--- config.mk ---
export PLATFORM = sky130hd
export DESIGN_NAME = regfile_port_arbiter
export DESIGN_NICKNAME = d
export VERILOG_FILES = /design/src/rtl/regfile_port_arbiter.sv
export SDC_FILE = /design/constraint.sdc
export NUM_CORES = 1
export LEC_CHECK = 0
export BUFFER_PORTS_ARGS = -buffer_cell sky130_fd_sc_hd__buf_4
export CAP_MARGIN = 5
export CORE_AREA = 3 3 149 151
export DETAILED_ROUTE_END_ITERATION = 8
export DIE_AREA = 0 0 152 154
export PLACE_DENSITY = 0.52
export SETUP_SLACK_MARGIN = 0.3
export SLEW_MARGIN = 0
export SYNTH_ARGS = -nofsm -noshare
export SYNTH_HDL_FRONTEND = slang
export SYNTH_SLANG_ARGS = --single-unit
--- constraint.sdc ---
create_clock -name clk -period 2.5 [get_ports clk]
set_clock_uncertainty 0.15 [all_clocks]
set_input_delay 0.125 -clock clk [delete_from_list [all_inputs] [get_ports clk]]
set_output_delay 0.125 -clock clk [all_outputs]
set_load 0.05 [all_outputs]
--- src/rtl/regfile_port_arbiter.sv ---
// regfile_port_arbiter: round-robin sharing of a single-port register file with locked sequences and a lock watchdog.
// RFARB_WRPRIO_EN: when defined, pending writes beat reads while unlocked.
module regfile_port_arbiter #(
  parameter int NREQ = 4,
  parameter int AW = 5,
  parameter int DW = 32,
  parameter int LOCK_MAX = 15,
  localparam int IW = $clog2(NREQ)
) (
  input  logic clk,
  input  logic rst_n,
  input  logic [NREQ-1:0] req_valid,
  output logic [NREQ-1:0] req_ready,
  input  logic [NREQ-1:0] req_wr,
  input  logic [NREQ-1:0] req_lock,
  input  logic [NREQ*AW-1:0] req_ra1,
  input  logic [NREQ*AW-1:0] req_ra2,
  input  logic [NREQ*AW-1:0] req_wa,
  input  logic [NREQ*DW-1:0] req_wdata,
  output logic rf_wr,
  output logic [AW-1:0] rf_R1,
  output logic [AW-1:0] rf_R2,
  output logic [AW-1:0] rf_Rw,
  output logic [DW-1:0] rf_Din,
  input  logic [DW-1:0] rf_OUT1,
  input  logic [DW-1:0] rf_OUT2,
  output logic rsp_valid,
  output logic [IW-1:0] rsp_id,
  output logic [DW-1:0] rsp_d1,
  output logic [DW-1:0] rsp_d2,
  output logic lock_abort
);
  typedef enum logic {FREE, LOCKED} state_t;
  state_t state;
  logic [IW-1:0] ptr, owner, g, j;
  logic [7:0] cnt;
  logic [NREQ-1:0] elig;
  logic gv, g_wr, g_rd, g_wv;
  logic [AW-1:0] g_wa;
  function automatic logic [IW-1:0] inc(input logic [IW-1:0] i);
    return (i == IW'(NREQ - 1)) ? '0 : i + 1'b1;
  endfunction
  always_comb begin
    elig = (state == LOCKED) ? req_valid & (NREQ'(1) << owner) : req_valid;
`ifdef RFARB_WRPRIO_EN
    if (state == FREE && |(req_valid & req_wr)) elig = req_valid & req_wr;
`endif
    if (!rst_n) elig = '0;
  end
  always_comb begin
    gv = 1'b0;
    g = '0;
    j = '0;
    for (int k = 0; k < NREQ; k++) begin
      j = (int'(ptr) + k >= NREQ) ? IW'(int'(ptr) + k - NREQ) : IW'(int'(ptr) + k);
      if (!gv && elig[j]) begin
        gv = 1'b1;
        g = j;
      end
    end
  end
  assign g_wr = req_wr[g];
  assign g_wv = gv & g_wr;
  assign g_rd = gv & ~g_wr;
  assign g_wa = req_wa[g*AW +: AW];
  assign req_ready = gv ? NREQ'(1) << g : '0;
  // writes to r0 are accepted but never reach the register file
  assign rf_wr = g_wv & (g_wa != '0);
  assign rf_Rw = g_wv ? g_wa : '0;
  assign rf_Din = g_wv ? req_wdata[g*DW +: DW] : '0;
  assign rf_R1 = g_rd ? req_ra1[g*AW +: AW] : '0;
  assign rf_R2 = g_rd ? req_ra2[g*AW +: AW] : '0;
  assign rsp_d1 = rf_OUT1;
  assign rsp_d2 = rf_OUT2;
  always_ff @(posedge clk or negedge rst_n) begin
    if (!rst_n) begin
      state <= FREE;
      ptr <= '0;
      owner <= '0;
      cnt <= '0;
      rsp_valid <= 1'b0;
      rsp_id <= '0;
      lock_abort <= 1'b0;
    end else begin
      rsp_valid <= g_rd;
      if (g_rd) rsp_id <= g;
      lock_abort <= 1'b0;
      if (state == FREE) begin
        if (gv) begin
          ptr <= inc(g);
          if (req_lock[g]) begin
            state <= LOCKED;
            owner <= g;
            cnt <= '0;
          end
        end
      end else if (gv) begin
        cnt <= '0;
        if (!req_lock[g]) state <= FREE;
      end else if (cnt == 8'(LOCK_MAX - 1)) begin
        state <= FREE;
        lock_abort <= 1'b1;
        ptr <= inc(owner);
        cnt <= cnt + 8'd1;
      end else begin
        cnt <= cnt + 8'd1;
      end
    end
  end
endmodule

==> parameters.txt, run 1 <==
Parameter                              Value

Worst setup path
  Critical path start-end classification    reg -> out
  Critical Path RT    2.23 ns
  Startpoint of the lowest-slack register-to-register path    owner[1]
  Master of the slowest instance on the critical path    dfrtp_1
  Worst reg2reg setup slack    -0.41 ns
  CP Cell Sequence    inv_2, ha_2, nand2b_4, a311oi_4, a221oi_4, nor2_4, clkinv_2, buf_6, buf_12, nand2_1, nand3_1, and3_4, buf_4
  Setup crit end kind    output pin
  Buf/Inv on CP    5
  Worst path top cell family by delay    simple AND/OR/NAND/NOR gates
  Logic depth of the worst register-to-register path    13
  Critical path peak fanout    19
  Startpoint types    flip-flop
  CP peak stage delay    0.42 ns
  Endpoint of the lowest-slack register-to-register path    cnt[0]
  Critical path data arrival time    2.93 ns

Yosys
  Number of distinct library cell variants in the gate-level netlist after synthesis    48
  Synthesized area divided by synthesized cell count    6.575 um^2
  Fraction of synthesis flops using an asynchronous set or reset pin    100.0%
  Total standard cell area after synthesis    0.003478 mm^2
  Total of flip-flops plus latches after synthesis    17
  Fraction of post-synthesis cell area in the top cell type by area    19.53%
  Most instantiated flip-flop cell in the synthesis netlist    dfrtp_1
  Area fraction in and, or, nand and nor cells after synthesis    40.40%
  Instance count of the mapped netlist    529
  Mapped Nets    805
  Area contributors post-synth    nand2_1, buf_4, dfrtp_1, a311oi_2, and3_1
  Number of enable-type register cells in the synthesized netlist    0
  Warnings, synthesis    0
  Synth Area in XOR/XNOR    0.2518%
  Combinational family with the most area after synthesis    simple AND/OR/NAND/NOR gates
  Compound-cell area share of the yosys netlist    21.26%
  Post-synthesis cell type with the largest combined area    nand2_1
  Most instantiated cells after synthesis    nand2_1, buf_4, and3_1
  Synthesized-area fraction occupied by adder cells    3.597%
  Dominant cell by count in the synthesized netlist    nand2_1
  Portion of netlist area occupied by mux cells    1.799%
  Sequential cell area fraction in the yosys report    12.23%

STA
  Remaining max-slew budget at the tightest pin    75.52%
  RSZ-0062 raised after global routing    yes
  Count of endpoints failing setup in the final report    67
  Post-route fraction of the period consumed by the critical path    128.2%
  WHS    0.1000 ns
  Final min period    3.206 ns
  Fin. Hold Viols    0
  Final-report max-slew violation count    0
  Worst setup margin    -0.7055 ns
  Least-Margin Pin Slew    0.3672 ns
  FMAX    312.0 MHz

Worst hold path
  Worst hold path class    in -> out
  Worst hold start    rf_OUT1[0]
  WHS Endpoint    rsp_d1[0]
  Count of cells along the worst hold path    0

Clock tree
  Clk_lat worst skew    0.24 ns
  TritonCTS Buffers    3
  Clock input transition at the sequential cells of the worst setup and hold paths    0.05 ns
  Sinks on the clock net    17
  H-tree level count    1
  Cell chosen for the clock root    clkbuf_16
  Clock tree from TritonCTS    yes
  Deepest clock path buffer count    2

Power and ir drop
  Worst IR drop on VDD    424.5 uV
  Leakage power of the design    0.003403 uW
  Power Density    1159 mW/mm^2
  Sequential share of power    5.1%
  NetSw    4524 uW
  Part of the power in combinational logic    91.2%
  Fraction of power spent switching nets    52.82%
  Power share of the clock group    3.7%
  Internal portion of total power    4041 uW

Die
  Number of rows in the core area    53
  Core box area    0.02096 mm^2
  Number of top-level pins    386
  Die Y    154 um
  Starting density of the core    16.60%
  Die boundary width    152 um
  DIE AREA    0.02341 mm^2

Final layout
  Inserted Diodes    0
  Area growth from synthesis to layout    112.4%
  Post-route cell area    0.007388 mm^2
  Number of nets in the layout    1075
  Share of cells above drive strength 1    59.90%
  Utilization of the core after routing    35.26%

Global routing
  Vias in the first global route    4839
  Pin count of the biggest net entering global routing    41
  Global-route wire length before repair    27460 um
  Antenna violations before repair    0
  Global route overflow    0
  GR Util All Layers    14.48%

Routing
  DR WL/cell    17.37 um
  Via-to-Cell Ratio    4.461
  Initial DRC count    203
  Routed Antenna Nets    0
  Drt first pass iters    4
  DR vias    4787
  Number of design rule violations left after detail routing    0
  Total wirelength of the detailed-routed design    18630 um

Place
  Placement-stage cell area    0.006295 mm^2
  Final GP Congestion    0.8550
  HPWL after detailed placement    14530 um
  Setup slack at placement    -0.5630 ns
  Count of buffers from port buffering    257

Status
  Outcome    complete, but fails checks
  Violations in the final reports    negative setup slack

Flow run
  Maximum capacitance violations    0
## state kept, by name, indices dropped and copies added, names as in the netlist
| register | flops |
|---|---|
| rsp_id | 2 |
| cnt | 8 |
| lock_abort | 1 |
| ptr | 2 |
| state | 1 |
| owner | 2 |
| rsp_valid | 1 |
## placed cells by master (no fill, tap or decap), types with 3 or more instances in the layout
master and instances:
and2_4 5, a211o_1 3, a21o_1 3, o21ai_1 6
buf_4 281, buf_8 19, nand3_1 35, nand4_1 4
clkbuf_16 5, and3_1 19, a21oi_1 4, nor2_1 5
dfrtp_1 16, nand3_2 3, buf_12 12, a311oi_4 33
nand2_1 181, and2_1 3, nor3_1 3, buf_6 51
and3_4 25, nand3_4 6, nor2_4 6, mux2i_1 4
ha_4 3, ha_1 5, inv_1 5, o21ai_0 6
## power by group through the flow
stage / sequential (uW) / clock [uW] / combinational (uW)
3_5_place_dp: 418 / 0 / 6380
2_1_floorplan: 483 / 0 / 4560
3_3_place_gp: 418 / 0 / 6380
6_report: 434 / 320 / 7810
5_1_grt: 444 / 337 / 8250
4_1_cts: 418 / 326 / 7410
## kinds of logic after synthesis
| group | after synthesis |
|---|---|
| AO/OA/AOI/OAI | 76 |
| XOR/XNOR | 1 |
| adder cells (fa/ha/maj) | 10 |
| buffers and inverters | 111 |
| flip-flops | 17 |
| multiplexers | 6 |
| AND/OR/NAND/NOR | 308 |
## area by class of cell
cell class | count | area [um^2]
clock buffers | 4 | 78.83
multi-input cells | 401 | 3197
inverters | 9 | 40.04
repair buffers | 367 | 3302
well taps | 275 | 344.1
flip-flops and latches | 17 | 426.7
fillers | 2224 | 13570
## how the worst max path moves through the flow
stage | slack, ns | endpoint | cells after the start | from
after CTS | -0.70 | rf_wr | 12 | owner[0]
after detailed placement | -0.56 | rf_wr | 12 | owner[0]
after global placement | -0.53 | rf_wr | 12 | owner[0]
after floorplan | -0.44 | rf_Din[10] | 12 | owner[0]
after global routing | -0.85 | rf_Din[10] | 11 | owner[1]
final | -0.71 | rf_R1[1] | 13 | owner[1]
## metal layers
| layer | wire length (um) | global-route usage (%) | vias up |
|---|---|---|---|
| li1 | - | - | 2318 |
| met1 | 7297 | 17.46 | 2228 |
| met2 | 9570 | 26.06 | 193 |
| met3 | 1197 | 2.786 | 48 |
| met4 | 568 | 4.366 | 0 |
| met5 | 0 | 0 | - |
## metrics by stage
step                cells  power, uW  TNS [ns]
floorplan             529       5040    -13.91
CTS                  1051       8158    -36.71
detailed placement   1032       6802    -27.86
global route         1073       9030    -46.92
finish               1073       8565    -37.44
global placement     1032       6796    -24.47
## repair_timing
action                     in CTS  in global routing
setup buffers                  12                 20
cloned                          2                  2
gates resized for setup       130                 34
setup endpoints to repair      69                 69
hold buffers                    1                  0
hold endpoints to repair       17                  0
pin swaps                      21                  9
Power figures use the tool's default switching activity.
==> run 2, diff against run 1 <==
SETUP_SLACK_MARGIN = default   (was 0.3)
==> parameters.txt, run 2 (same netlist as run 1, synthesis figures left out) <==
Parameter                              Value

Worst setup path
  Worst path top cell family by delay    simple AND/OR/NAND/NOR gates (unchanged)
  Endpoint of the lowest-slack register-to-register path    cnt[0] (unchanged)
  Startpoint of the lowest-slack register-to-register path    owner[0] (was owner[1])
  Critical Path RT    2.23 ns (about the same)
  Logic depth of the worst register-to-register path    11 (was 13)
  Master of the slowest instance on the critical path    dfrtp_1 (unchanged)
  Setup crit end kind    output pin (unchanged)
  Cell repeated most along the worst path    a311oi_4
  CP peak stage delay    0.42 ns (about the same)
  Startpoint types    flip-flop (unchanged)
  CP Cell Sequence    inv_2, ha_4, and2b_2, a311oi_4, a221oi_4, nor2_4, buf_4, clkbuf_16, nand2_1, and3_1, a311oi_4, buf_6 (was inv_2, ha_2, nand2b_4, a311oi_4, a221oi_4, nor2_4, clkinv_2, buf_6, buf_12, nand2_1, nand3_1, and3_4, buf_4)
  Buf/Inv on CP    4 (was 5)
  Worst reg2reg setup slack    -0.33 ns (was -0.41 ns)
  Critical path start-end classification    reg -> out (unchanged)
  Critical path peak fanout    6 (was 19)
  Critical path data arrival time    2.91 ns (was 2.93 ns)

Place
  Count of buffers from port buffering    257 (unchanged)
  Placement-stage cell area    0.006325 mm^2 (was 0.006295 mm^2)
  HPWL after detailed placement    14800 um (was 14530 um)
  Final GP Congestion    0.8582 (was 0.8550)
  Setup slack at placement    -0.4511 ns (was -0.5630 ns)

Routing
  DR vias    4831 (was 4787)
  Initial DRC count    246 (was 203)
  DR WL/cell    18.38 um (was 17.37 um)
  Via-to-Cell Ratio    4.494 (was 4.461)
  Routed Antenna Nets    0 (unchanged)
  Number of design rule violations left after detail routing    0 (unchanged)
  Total wirelength of the detailed-routed design    19760 um (was 18630 um)
  Drt first pass iters    4 (unchanged)

Power and ir drop
  Leakage power of the design    0.003462 uW (was 0.003403 uW)
  Power Density    1178 mW/mm^2 (was 1159 mW/mm^2)
  Worst IR drop on VDD    468.4 uV (was 424.5 uV)

Clock tree
  Clock tree from TritonCTS    yes (unchanged)
  Sinks on the clock net    17 (unchanged)
  Clock input transition at the sequential cells of the worst setup and hold paths    0.05 ns (about the same)
  Cell chosen for the clock root    clkbuf_16 (unchanged)
  H-tree level count    1 (unchanged)
  TritonCTS Buffers    3 (unchanged)
  Clk_lat worst skew    0.25 ns (was 0.24 ns)
  Deepest clock path buffer count    2 (unchanged)

Final layout
  Inserted Diodes    0 (unchanged)
  Share of cells above drive strength 1    59.75% (was 59.90%)
  Number of nets in the layout    1077 (was 1075)
  Leading cell type in the layout, fill and taps excluded    buf_4 (unchanged)
  Flip-flop count of the largest register, all copies and words added    8 (unchanged)
  Storage element area    426.7 um^2 (unchanged)
  Post-route cell area    0.007431 mm^2 (was 0.007388 mm^2)
  Number of filler instances in the final layout    2219 (was 2224)
  Most used cells in the layout excluding fill and tap cells    buf_4, nand2_1, buf_6 (unchanged)
  Largest Register    cnt (unchanged)
  Area growth from synthesis to layout    113.6% (was 112.4%)
  Utilization of the core after routing    35.46% (was 35.26%)
  Multi-input combinational cell area    0.003164 mm^2 (was 0.003197 mm^2)

STA
  Final-report max-slew violation count    0 (unchanged)
  FMAX    313.9 MHz (was 312.0 MHz)
  Least-Margin Pin Slew    0.3441 ns (was 0.3672 ns)
  Post-route fraction of the period consumed by the critical path    127.4% (was 128.2%)
  Remaining max-slew budget at the tightest pin    77.06% (was 75.52%)
  Final total negative setup slack    -35.80 ns (was -37.44 ns)
  Fin. Hold Viols    0 (unchanged)
  WHS    0.1000 ns (unchanged)
  Final min period    3.185 ns (was 3.206 ns)
  RSZ-0062 raised after global routing    yes (unchanged)
  Count of endpoints failing setup in the final report    69 (was 67)
  Worst setup margin    -0.6855 ns (was -0.7055 ns)

Die
  Number of top-level pins    386 (unchanged)
  Number of rows in the core area    53 (unchanged)
  Starting density of the core    16.60% (unchanged)
  Core box area    0.02096 mm^2 (unchanged)
  Die Y    154 um (unchanged)
  Die boundary width    152 um (unchanged)
  DIE AREA    0.02341 mm^2 (unchanged)

Status
  Outcome    complete, but fails checks (unchanged)
  Violations in the final reports    negative setup slack (unchanged)

Global routing
  Vias in the first global route    4923 (was 4839)
  Global route overflow    0 (unchanged)
  Pin count of the biggest net entering global routing    39 (was 41)
  Global-route wire length before repair    27720 um (was 27460 um)
  Antenna violations before repair    0 (unchanged)
  GR Util All Layers    14.92% (was 14.48%)

Worst hold path
  Worst hold path class    in -> out (unchanged)
  Worst hold start    rf_OUT1[16] (was rf_OUT1[0])
  Count of cells along the worst hold path    0 (unchanged)
  WHS Endpoint    rsp_d1[16] (was rsp_d1[0])

Flow run
  Maximum capacitance violations    0 (unchanged)
-- run 2: worst max path at each step --
stage              from         end  cells past startpoint
2_1_floorplan  owner[0]  rf_Din[10]                     12
3_3_place_gp   owner[0]    rf_R1[4]                     12
3_5_place_dp   owner[0]    rf_R1[4]                     12
4_1_cts        owner[1]  rf_Din[18]                     12
5_1_grt        owner[0]   rf_Din[2]                     13
6_report       owner[0]  rf_Din[13]                     12
-- run 2: power breakdown --
part | internal [uW] | switching [uW]
Combinational | 3540 | 4450
Sequential | 350 | 91.8
Clock | 214 | 113
Total | 4100 | 4650
-- run 2: cell type report --
cell class,instances,share of cell area [%]
timing repair buffer,369,45.45
tap,275,4.630
clock inverter,1,0.06735
multi-input combinational,401,42.58
sequential,17,5.742
inverter,9,0.5220
clock buffer,3,1.010
-- run 2: timing repair --
item / 4_1_cts / 5_1_grt
hold buffers: 1 / 0
cloned: 4 / 3
endpoints found under the hold margin: 17 / 0
pin swaps: 10 / 12
endpoints found under the setup margin: 67 / 68
gates resized for setup: 98 / 58
setup buffers: 12 / 23
-- run 2: through the flow --
step / power [uW] / cells
final: 8754 / 1075
after detailed placement: 6964 / 1031
after floorplan: 5009 / 529
after CTS: 8195 / 1052
after global placement: 6961 / 1031
after global routing: 9222 / 1075
-- run 2: layer usage --
metal | track usage, % | part of all wire, %
met5 | 0 | 0
met4 | 4.110 | 2.8
met3 | 3.237 | 6.5
met2 | 26.27 | 49
met1 | 18.38 | 41
-- run 2: worst register-to-register path, stage by stage (launching register included) --
cell	delay, ns
dfrtp_1	0.40
inv_2	0.08
ha_4	0.16
and2b_2	0.25
a311oi_4	0.06
or3b_4	0.41
a21oi_4	0.24
buf_6	0.24
buf_6	0.15
nand3_2	0.09
a31oi_4	0.33
mux2_4	0.22
